<file path="src/rtl/parity_pkg.sv">
// Shared definitions for the parity-protected adder pipeline: default sizes and the parity helper.
package parity_pkg;

   localparam int unsigned WORD_WIDTH_DEF = 4;
   localparam int unsigned LAYERS_DEF     = 4;
   localparam int unsigned CNT_WIDTH_DEF  = 8;
   localparam int unsigned PARITY_MAX_W   = 64;

   // Even parity: 1 when the word holds an odd number of ones, so word+bit is even.
   function automatic logic even_parity(input logic [PARITY_MAX_W-1:0] data);
      return ^data;
   endfunction

endpackage

</file>
<file path="src/rtl/parity_adder_pipeline_if.sv">
// Stream/alarm bundle between the adder pipeline and its driver.
interface parity_adder_pipeline_if
   import parity_pkg::*;
#(
   parameter int unsigned WORD_WIDTH = WORD_WIDTH_DEF,
   parameter int unsigned LAYERS     = LAYERS_DEF,
   parameter int unsigned CNT_WIDTH  = CNT_WIDTH_DEF
);
   logic                  in_valid;
   logic [WORD_WIDTH-1:0] input_vector;
   logic                  clear_alarm;
   logic                  out_valid;
   logic [WORD_WIDTH-1:0] sum;
   logic [LAYERS-1:0]     alarm_signals;
   logic                  alarm_any;
   logic [LAYERS-1:0]     alarm_sticky;
   logic [CNT_WIDTH-1:0]  err_count;

   modport master (
      output in_valid, input_vector, clear_alarm,
      input  out_valid, sum, alarm_signals, alarm_any, alarm_sticky, err_count
   );

   modport slave (
      input  in_valid, input_vector, clear_alarm,
      output out_valid, sum, alarm_signals, alarm_any, alarm_sticky, err_count
   );
endinterface

</file>
<file path="src/rtl/parity_reg_stage.sv">
// Data register with a companion even-parity bit; err_c flags a stored word/parity disagreement.
module parity_reg_stage
   import parity_pkg::*;
#(
   parameter int unsigned WORD_WIDTH = WORD_WIDTH_DEF
) (
   input  logic                  clk,
   input  logic                  rst_n,
   input  logic                  load,
   input  logic [WORD_WIDTH-1:0] din,
   output logic [WORD_WIDTH-1:0] dout,
   output logic                  err_c
);
   logic [WORD_WIDTH-1:0] memory;
   logic                  parity_reg;

   // Parity is taken from the incoming word so a later flip in memory is exposed.
   always_ff @(posedge clk or negedge rst_n) begin
      if (!rst_n) begin
         memory     <= '0;
         parity_reg <= 1'b0;
      end else if (load) begin
         memory     <= din;
         parity_reg <= even_parity(PARITY_MAX_W'(din));
      end
   end

   assign dout  = memory;
   assign err_c = even_parity(PARITY_MAX_W'(memory)) ^ parity_reg;
endmodule

</file>
<file path="src/rtl/parity_adder_pipeline.sv">
// LAYERS-deep pipelined adder chain (sum = (LAYERS+1)*x) with parity-checked stage registers.
// Build option ALARM_STICKY_EN adds latched per-layer alarms; otherwise alarm_sticky mirrors alarm_signals.
module parity_adder_pipeline
   import parity_pkg::*;
#(
   parameter int unsigned WORD_WIDTH = WORD_WIDTH_DEF,
   parameter int unsigned LAYERS     = LAYERS_DEF,
   parameter int unsigned CNT_WIDTH  = CNT_WIDTH_DEF
) (
   input logic                    clk,
   input logic                    rst_n,
   parity_adder_pipeline_if.slave bus
);
   localparam logic [CNT_WIDTH-1:0] CNT_MAX = '1;

   logic [LAYERS:0]                 v;
   logic [LAYERS:0][WORD_WIDTH-1:0] a;
   logic [LAYERS:0][WORD_WIDTH-1:0] b;
   logic [LAYERS-1:0]               err_a;
   logic [LAYERS-1:0]               err_b;
   logic [LAYERS-1:0]               alarm;
   logic                            alarm_any;
   logic [CNT_WIDTH-1:0]            err_cnt;

   assign v[0] = bus.in_valid;
   assign a[0] = bus.input_vector;
   assign b[0] = bus.input_vector;

   // Valid chain advances every cycle; bubbles travel as v=0.
   always_ff @(posedge clk or negedge rst_n) begin
      if (!rst_n) v[LAYERS:1] <= '0;
      else        v[LAYERS:1] <= v[LAYERS-1:0];
   end

   for (genvar k = 1; k <= LAYERS; k++) begin : g_layer
      logic [WORD_WIDTH-1:0] add_c;
      assign add_c = a[k-1] + b[k-1];

      parity_reg_stage #(.WORD_WIDTH(WORD_WIDTH)) u_a (
         .clk(clk), .rst_n(rst_n), .load(v[k-1]), .din(add_c),
         .dout(a[k]), .err_c(err_a[k-1])
      );

      parity_reg_stage #(.WORD_WIDTH(WORD_WIDTH)) u_b (
         .clk(clk), .rst_n(rst_n), .load(v[k-1]), .din(b[k-1]),
         .dout(b[k]), .err_c(err_b[k-1])
      );

      assign alarm[k-1] = v[k] & (err_a[k-1] | err_b[k-1]);
   end

   assign alarm_any = |alarm;

   // Saturating alarm-cycle counter; a fresh alarm overrides a same-cycle clear.
   always_ff @(posedge clk or negedge rst_n) begin
      if (!rst_n)                             err_cnt <= '0;
      else if (bus.clear_alarm)               err_cnt <= alarm_any ? CNT_WIDTH'(1) : '0;
      else if (alarm_any && err_cnt != CNT_MAX) err_cnt <= err_cnt + CNT_WIDTH'(1);
   end

`ifdef ALARM_STICKY_EN
   logic [LAYERS-1:0] sticky;

   always_ff @(posedge clk or negedge rst_n) begin
      if (!rst_n)               sticky <= '0;
      else if (bus.clear_alarm) sticky <= alarm;
      else                      sticky <= sticky | alarm;
   end

   assign bus.alarm_sticky = sticky;
`else
   assign bus.alarm_sticky = alarm;
`endif

   assign bus.out_valid     = v[LAYERS];
   assign bus.sum           = a[LAYERS];
   assign bus.alarm_signals = alarm;
   assign bus.alarm_any     = alarm_any;
   assign bus.err_count     = err_cnt;
endmodule
</file>
<file path="src/flat_wrapper.sv">
// flat-port wrapper written by rule: the top's interface ports become plain ports
module parity_adder_pipeline_flat import parity_pkg::*;
#(
   parameter int unsigned WORD_WIDTH = WORD_WIDTH_DEF,
   parameter int unsigned LAYERS     = LAYERS_DEF,
   parameter int unsigned CNT_WIDTH  = CNT_WIDTH_DEF
)
  (clk, rst_n, bus_in_valid, bus_input_vector, bus_clear_alarm, bus_out_valid, bus_sum, bus_alarm_signals, bus_alarm_any, bus_alarm_sticky, bus_err_count);
  parity_adder_pipeline_if #(.WORD_WIDTH(WORD_WIDTH), .LAYERS(LAYERS), .CNT_WIDTH(CNT_WIDTH)) bus_i ();
  input logic clk;
  input logic rst_n;
  input wire logic [$bits(bus_i.in_valid)-1:0] bus_in_valid;
  input wire logic [$bits(bus_i.input_vector)-1:0] bus_input_vector;
  input wire logic [$bits(bus_i.clear_alarm)-1:0] bus_clear_alarm;
  output wire logic [$bits(bus_i.out_valid)-1:0] bus_out_valid;
  output wire logic [$bits(bus_i.sum)-1:0] bus_sum;
  output wire logic [$bits(bus_i.alarm_signals)-1:0] bus_alarm_signals;
  output wire logic [$bits(bus_i.alarm_any)-1:0] bus_alarm_any;
  output wire logic [$bits(bus_i.alarm_sticky)-1:0] bus_alarm_sticky;
  output wire logic [$bits(bus_i.err_count)-1:0] bus_err_count;
  assign bus_i.in_valid = bus_in_valid;
  assign bus_i.input_vector = bus_input_vector;
  assign bus_i.clear_alarm = bus_clear_alarm;
  assign bus_out_valid = bus_i.out_valid;
  assign bus_sum = bus_i.sum;
  assign bus_alarm_signals = bus_i.alarm_signals;
  assign bus_alarm_any = bus_i.alarm_any;
  assign bus_alarm_sticky = bus_i.alarm_sticky;
  assign bus_err_count = bus_i.err_count;
  parity_adder_pipeline #(.WORD_WIDTH(WORD_WIDTH), .LAYERS(LAYERS), .CNT_WIDTH(CNT_WIDTH)) u_core (.clk(clk), .rst_n(rst_n), .bus(bus_i));
endmodule
</file>
<file path="config.mk">
export PLATFORM = sky130hd
export DESIGN_NAME = parity_adder_pipeline_flat
export DESIGN_NICKNAME = d
export VERILOG_FILES = /design/src/rtl/parity_pkg.sv /design/src/rtl/parity_adder_pipeline_if.sv /design/src/rtl/parity_reg_stage.sv /design/src/rtl/parity_adder_pipeline.sv /design/src/flat_wrapper.sv
export SDC_FILE = /design/constraint.sdc
export NUM_CORES = 1
export LEC_CHECK = 0
export CAP_MARGIN = 20
export CORE_ASPECT_RATIO = 0.75
export CORE_MARGIN = 2
export CORE_UTILIZATION = 60
export DETAILED_ROUTE_END_ITERATION = 16
export PLACE_DENSITY_LB_ADDON = 0.12
export SLEW_MARGIN = 20
export SYNTH_ARGS = -nofsm -noshare
export SYNTH_HDL_FRONTEND = slang
export SYNTH_SLANG_ARGS = --single-unit
</file>
<file path="constraint.sdc">
create_clock -name clk -period 6.4 [get_ports clk]
set_clock_uncertainty 0.05 [all_clocks]
set_input_delay 0.96 -clock clk [delete_from_list [all_inputs] [get_ports clk]]
set_output_delay 0.96 -clock clk [all_outputs]
set_load 0.1 [all_outputs]
</file>
=== Word level (Yosys, flattened, before mapping) ===
Index checks and enable logic that the tools add are counted.

* Register bits: 52
* Input port bits: 8
* Output and inout port bits: 22
* Logic and storage cells: 59

* Add/subtract/negate cells: 5
* Eq/ne operators: 1
* Multiplexer cells: 3
* Bitwise logic cells: 16
* Reductions and logical operators: 16

{| class="wikitable"
|+ Operator list
! operator !! number
|-
| XOR reduction 64 bit || 13
|-
| adder 4 bit || 4
|-
| two-way mux 8 bit || 2
|-
| adder 8 x 1 -> 8 bit (second input constant) || 1
|-
| inequality test 8 bit (second input constant) || 1
|-
| XOR 1 bit || 8
|-
| bitwise AND 1 bit || 4
|-
| OR 1 bit || 4
|-
| OR reduction 4 bit || 1
|-
| nonzero test 2 bit || 1
|-
| logical AND 1 bit || 1
|-
| two-way mux 1 bit || 1
|}

=== Logic depth before layout (Yosys ltp) ===
* Depth after elaboration: 8
* Gate-level depth with buffers: 8
* Depth with buffers taken out: 7

=== By module ===
From an unflattened synthesis, not the netlist that was laid out.

* Cells, all modules: 239
* Area total of the unflattened synthesis: 2847.7 um^2

{| class="wikitable"
|+ By module, submodules not included
! module !! instances !! cells an instance !! area each (um^2) !! seq. area each (um^2)
|-
| parity_reg_stage || 8 || 18 || 240.2 || 125.1
|-
| parity_adder_pipeline || 1 || 95 || 925.9 || 300.3
|}

=== Least setup slack after synthesis ===
No wires, ideal clock.

* Kind: reg2out
* Start point: reg u_core.v[4], in the netlist u_core.bus.out_valid
* End point: out bus_alarm_any
* Arrival: 3260 ps
* Data required time: 5390 ps
* Slack: 2130 ps
* Stages on the path, launching flop included: 3
* Buffers on the path: 0
* Cell sequence: dfrtp_1 a21boi_1 or4_4

* Cells in the longest elaborated chain, start to end: 2

{| class="wikitable"
|+ Ends and longest elaborated chain
! element !! line !! RTL
|-
| from (decl) || parity_adder_pipeline.sv:16 || <nowiki>logic [LAYERS:0] v;</nowiki>
|-
| from (signal, indexed assignment) || parity_adder_pipeline.sv:32 || <nowiki>else v[LAYERS:1] <= v[LAYERS-1:0];</nowiki>
|-
| bitwise AND 1 bit || parity_adder_pipeline.sv:49 || <nowiki>assign alarm[k-1] = v[k] & (err_a[k-1] | err_b[k-1]);</nowiki>
|-
| via bus_alarm_signals[3] || flat_wrapper.sv:17 || <nowiki>output wire logic [$bits(bus_i.alarm_signals)-1:0] bus_alarm_signals;</nowiki>
|-
| OR reduction 4 bit || parity_adder_pipeline.sv:52 || <nowiki>assign alarm_any = |alarm;</nowiki>
|-
| to (decl) || flat_wrapper.sv:18 || <nowiki>output wire logic [$bits(bus_i.alarm_any)-1:0] bus_alarm_any;</nowiki>
|}

The timed path passes the listed nets, and every way through them passes these cells.

=== Worst setup path after layout ===
* Start point: reg u_core.g_layer[1].u_b.memory[1]
* End point: out bus_alarm_any

* Cells in the longest elaborated chain, start to end: 5

{| class="wikitable"
|+ Ends and longest elaborated chain
! element !! line !! RTL
|-
| from (decl) || parity_reg_stage.sv:14 || <nowiki>logic [WORD_WIDTH-1:0] memory;</nowiki>
|-
| from (signal assigned) || parity_reg_stage.sv:23 || <nowiki>memory <= din;</nowiki>
|-
| XOR reduction 64 bit || parity_pkg.sv:11 || <nowiki>return ^data;</nowiki>
|-
| XOR 1 bit || parity_reg_stage.sv:29 || <nowiki>assign err_c = even_parity(PARITY_MAX_W'(memory)) ^ parity_reg;</nowiki>
|-
| OR 1 bit || parity_adder_pipeline.sv:49 ||
|-
| bitwise AND 1 bit || parity_adder_pipeline.sv:49 ||
|-
| OR reduction 4 bit || parity_adder_pipeline.sv:52 ||
|}

Every way passes these cells.

==> report_table.html <==
<table>
<tr><th>Metric</th><th>Value</th></tr>
<tr><th colspan="2">Routing</th></tr>
<tr><td>DRT Wirelength</td><td>4550 um</td></tr>
<tr><td>Total number of vias</td><td>1505</td></tr>
<tr><td>Antenna Violating Nets Remaining</td><td>0</td></tr>
<tr><td>Initial detailed-routing violation count</td><td>57</td></tr>
<tr><td>Vias per cell</td><td>5.53</td></tr>
<tr><td>First-pass DRT Iterations</td><td>4</td></tr>
<tr><td>Remaining routing DRC violations</td><td>0</td></tr>
<tr><td>Routed len/inst</td><td>16.7 um</td></tr>
<tr><th colspan="2">Final layout</th></tr>
<tr><td>Non-Filler Instances</td><td>about 270</td></tr>
<tr><td>Fill cells</td><td>291</td></tr>
<tr><td>Area of the multi-input gates</td><td>1270 um2</td></tr>
<tr><td>Flip-flop count of the largest register after layout</td><td>15</td></tr>
<tr><td>Final #Nets</td><td>around 230</td></tr>
<tr><td>Ratio of cells with drive above 1 in the final layout</td><td>about a fifth</td></tr>
<tr><td># diodes</td><td>0</td></tr>
<tr><td>Area added between synthesis and finish</td><td>14.5%</td></tr>
<tr><td>Flip-flop and latch area</td><td>1130 um2</td></tr>
<tr><th colspan="2">Synth</th></tr>
<tr><td>Distinct cell type count of the synthesized netlist</td><td>35</td></tr>
<tr><td>Ys flop type</td><td>dfrtp_1</td></tr>
<tr><td>Library cell with the largest summed area after synthesis</td><td>dfrtp_1</td></tr>
<tr><td>Net count after synthesis</td><td>approximately 210</td></tr>
<tr><td>Commonest cells in the synthesized netlist</td><td>dfrtp_1, xnor2_1, mux2_2, a21oi_1, nor2_1</td></tr>
<tr><td>Count of flip-flops with a built-in enable after synthesis</td><td>0</td></tr>
<tr><td>Library cell with the highest instance count after synthesis</td><td>dfrtp_1</td></tr>
<tr><td>Register bit total from synthesis</td><td>45</td></tr>
<tr><td>Fraction of the yosys area taken by sequential cells</td><td>a little under half</td></tr>
<tr><td>Cell area after synthesis</td><td>2490 um2</td></tr>
<tr><td>Fraction of post-synthesis cell area in the top cell type by area</td><td>a little under half</td></tr>
<tr><td>Synthesized netlist cell count</td><td>roughly 200</td></tr>
<tr><td>Number of warnings reported in the yosys synthesis log</td><td>0</td></tr>
<tr><td>Proportion of register bits with asynchronous set or reset after synthesis</td><td>100%</td></tr>
<tr><td>Synth top area cells</td><td>dfrtp_1, mux2_2, xnor2_1, xnor3_1, ha_1</td></tr>
<tr><td>Synthesized area per cell</td><td>12.8 um2</td></tr>
<tr><th colspan="2">Die</th></tr>
<tr><td>Starting utilization of the core area</td><td>62.1%</td></tr>
<tr><td>Die Outline Area</td><td>between 4000 and 5000 um2</td></tr>
<tr><td>Top Ports</td><td>30</td></tr>
<tr><td>Die extent in x</td><td>78.3 um</td></tr>
<tr><td>Overall die height</td><td>59.8 um</td></tr>
<tr><td>CORE AREA</td><td>4000 um2</td></tr>
<tr><td>Cell row count</td><td>20</td></tr>
<tr><th colspan="2">Clocking</th></tr>
<tr><td>Clk Latency, worst-skew pair</td><td>approximately 0.3 ns</td></tr>
<tr><td>Number of sinks handled by clock tree synthesis</td><td>45</td></tr>
<tr><td>CTS resizes</td><td>0</td></tr>
<tr><td>Number of CTS-inserted buffers</td><td>5</td></tr>
<tr><td>Number of post-CTS setup repair buffers</td><td>0</td></tr>
<tr><td>Clock slew at the register clock pins of the worst setup and hold paths</td><td>0.08 ns</td></tr>
<tr><td>CTS tree</td><td>yes</td></tr>
<tr><td>Number of hold buffers added after cts</td><td>0</td></tr>
<tr><td>Maximum clock path buffer count</td><td>2</td></tr>
<tr><td>Clock tree root buffer cell</td><td>clkbuf_8</td></tr>
<tr><td>CTS H-tree lvls</td><td>2</td></tr>
<tr><th colspan="2">Worst setup path</th></tr>
<tr><td>Crit path launch type</td><td>flop</td></tr>
<tr><td>Kind of capture point of the worst setup path</td><td>primary output</td></tr>
<tr><td>Kind of critical path</td><td>flop to primary output</td></tr>
<tr><td>Peak fanout along the critical path</td><td>5</td></tr>
<tr><td>Worst path required time</td><td>5.39 ns</td></tr>
<tr><td>Arrival time of the worst setup path</td><td>3.41 ns</td></tr>
<tr><th colspan="2">Timing</th></tr>
<tr><td>RSZ-0062 raised after global routing</td><td>false</td></tr>
<tr><td># setup viols final</td><td>0</td></tr>
<tr><td>Count of endpoints failing hold in the final timing report</td><td>0</td></tr>
<tr><td>Number of pins exceeding their max-slew limit in the final report</td><td>0</td></tr>
<tr><td>Final worst path period share</td><td>roughly 70%</td></tr>
<tr><td>Maximum achievable frequency</td><td>0.226 GHz</td></tr>
<tr><td>Worst slew slack as a fraction of its limit</td><td>34.1%</td></tr>
<tr><td>Min cycle time layout</td><td>4.42 ns</td></tr>
<tr><td>Setup total negative slack</td><td>0 ns</td></tr>
<tr><td>Tightest Pin Transition</td><td>0.985 ns</td></tr>
<tr><th colspan="2">GRT</th></tr>
<tr><td>Number of global-route vias before repair</td><td>around 1600</td></tr>
<tr><td>Global-route wire length before repair</td><td>~8000 um</td></tr>
<tr><td>Antenna violations before repair</td><td>0</td></tr>
<tr><td>Total GRT Usage</td><td>22.9%</td></tr>
<tr><td>Maximum number of pins on one net before global-route repair</td><td>46</td></tr>
<tr><td>Total grt overflow</td><td>0</td></tr>
<tr><th colspan="2">Placement</th></tr>
<tr><td>Buffers added on ports</td><td>29</td></tr>
<tr><td>Placer Congestion</td><td>0.802</td></tr>
<tr><td>HPWL after detailed placement</td><td>3350 um</td></tr>
<tr><td>Placed insts</td><td>approximately 270</td></tr>
<tr><th colspan="2">Job</th></tr>
<tr><td>Count of max-cap constraint violations</td><td>0</td></tr>
<tr><th colspan="2">Status</th></tr>
<tr><td>Result of the run</td><td>finished clean</td></tr>
<tr><th colspan="2">Worst hold path</th></tr>
<tr><td>Worst Hold Class</td><td>flop to flop</td></tr>
</table>
## layer usage
| metal | vias up | share of wire (%) | global-route usage, % |
|---|---|---|---|
| met1 | 761 | 44 | 27.8 |
| met4 | 0 | 1.7 | 9.27 |
| met5 | - | 0 | 0 |
| li1 | 711 | - | - |
| met2 | 24 | 50 | 39.9 |
| met3 | 9 | 4.2 | 6.04 |
## kinds of logic after synthesis
| logic type | synth area share [%] |
|---|---|
| AND/OR/NAND/NOR | 5.33 |
| buffers and inverters | 3.77 |
| flip-flops | 45.3 |
| AO/OA/AOI/OAI | 8.65 |
| multiplexers | 12.2 |
| adder cells (fa/ha/maj) | 5.13 |
| XOR/XNOR | 19.7 |
## critical path, stage by stage (launching register included)
cell	delay, ns
dfrtp_1	0.45
ha_1	0.41
xnor3_1	0.42
o21a_1	0.26
or4_4	0.57
clkdlybuf4s50_1	0.99
## metrics by stage
| stage | util (%) | cell area (um2) | setup WS, ns | hold WS [ns] |
|---|---|---|---|---|
| after floorplan | - | 2490 | 2.13 | 0.302 |
| after global placement | 68.8 | 2760 | 2.41 | 0.449 |
| after detailed placement | 68.8 | 2760 | 2.33 | 0.461 |
| after CTS | 71.1 | 2850 | 1.97 | 0.479 |
| after global routing | 71.1 | 2850 | 1.87 | 0.514 |
| final | 71.1 | 2850 | 1.98 | 0.477 |
## cell type report
cell class / instances / area share, %
well taps: 55 / 2.42
multi-input cells: 134 / 44.5
repair buffers: 29 / 10.1
inverters: 2 / 0.264
clock inverters: 1 / 0.264
flip-flops and latches: 45 / 39.5
clock buffers: 6 / 2.90
## cells in the final DEF (no fill, tap or decap), types with 4 or more instances in the layout
cell | netlist | routed
nor2_1 | 13 | 13
mux2_2 | 26 | 26
xnor3_1 | 6 | 6
xor2_1 | 4 | 4
clkdlybuf4s50_1 | 0 | 28
clkbuf_8 | 0 | 6
xnor2_1 | 29 | 29
a21oi_1 | 13 | 13
ha_1 | 7 | 7
dfrtp_1 | 45 | 45
xnor2_2 | 4 | 4
or3_1 | 5 | 5
## final timing paths
kind | slack, ns | from | end | cells past startpoint
worst max-delay path | 1.98 | u_core.g_layer[1].u_b.dout[1]$_DFFE_PN0P_ | bus_alarm_any | 5
worst min-delay path | 0.48 | u_core.g_layer[4].u_b.dout[3]$_DFFE_PN0P_ | u_core.g_layer[4].u_b.dout[3]$_DFFE_PN0P_ | 1
max in group asynchronous | 5.32 | rst_n | u_core.g_layer[4].u_a.parity_reg$_DFFE_PN0P_ | 1
min in group asynchronous | 0.60 | rst_n | u_core.g_layer[1].u_b.dout[2]$_DFFE_PN0P_ | 1
worst min register to register | 0.48 | u_core.g_layer[4].u_b.dout[3]$_DFFE_PN0P_ | u_core.g_layer[4].u_b.dout[3]$_DFFE_PN0P_ | 1
worst max register to register | 3.65 | u_core.g_layer[1].u_b.dout[1]$_DFFE_PN0P_ | u_core.bus.err_count[0]$_DFFE_PN0P_ | 6
Power is not shown: default switching activity piles up to over one toggle a cycle in this logic, so the estimate is an artifact.
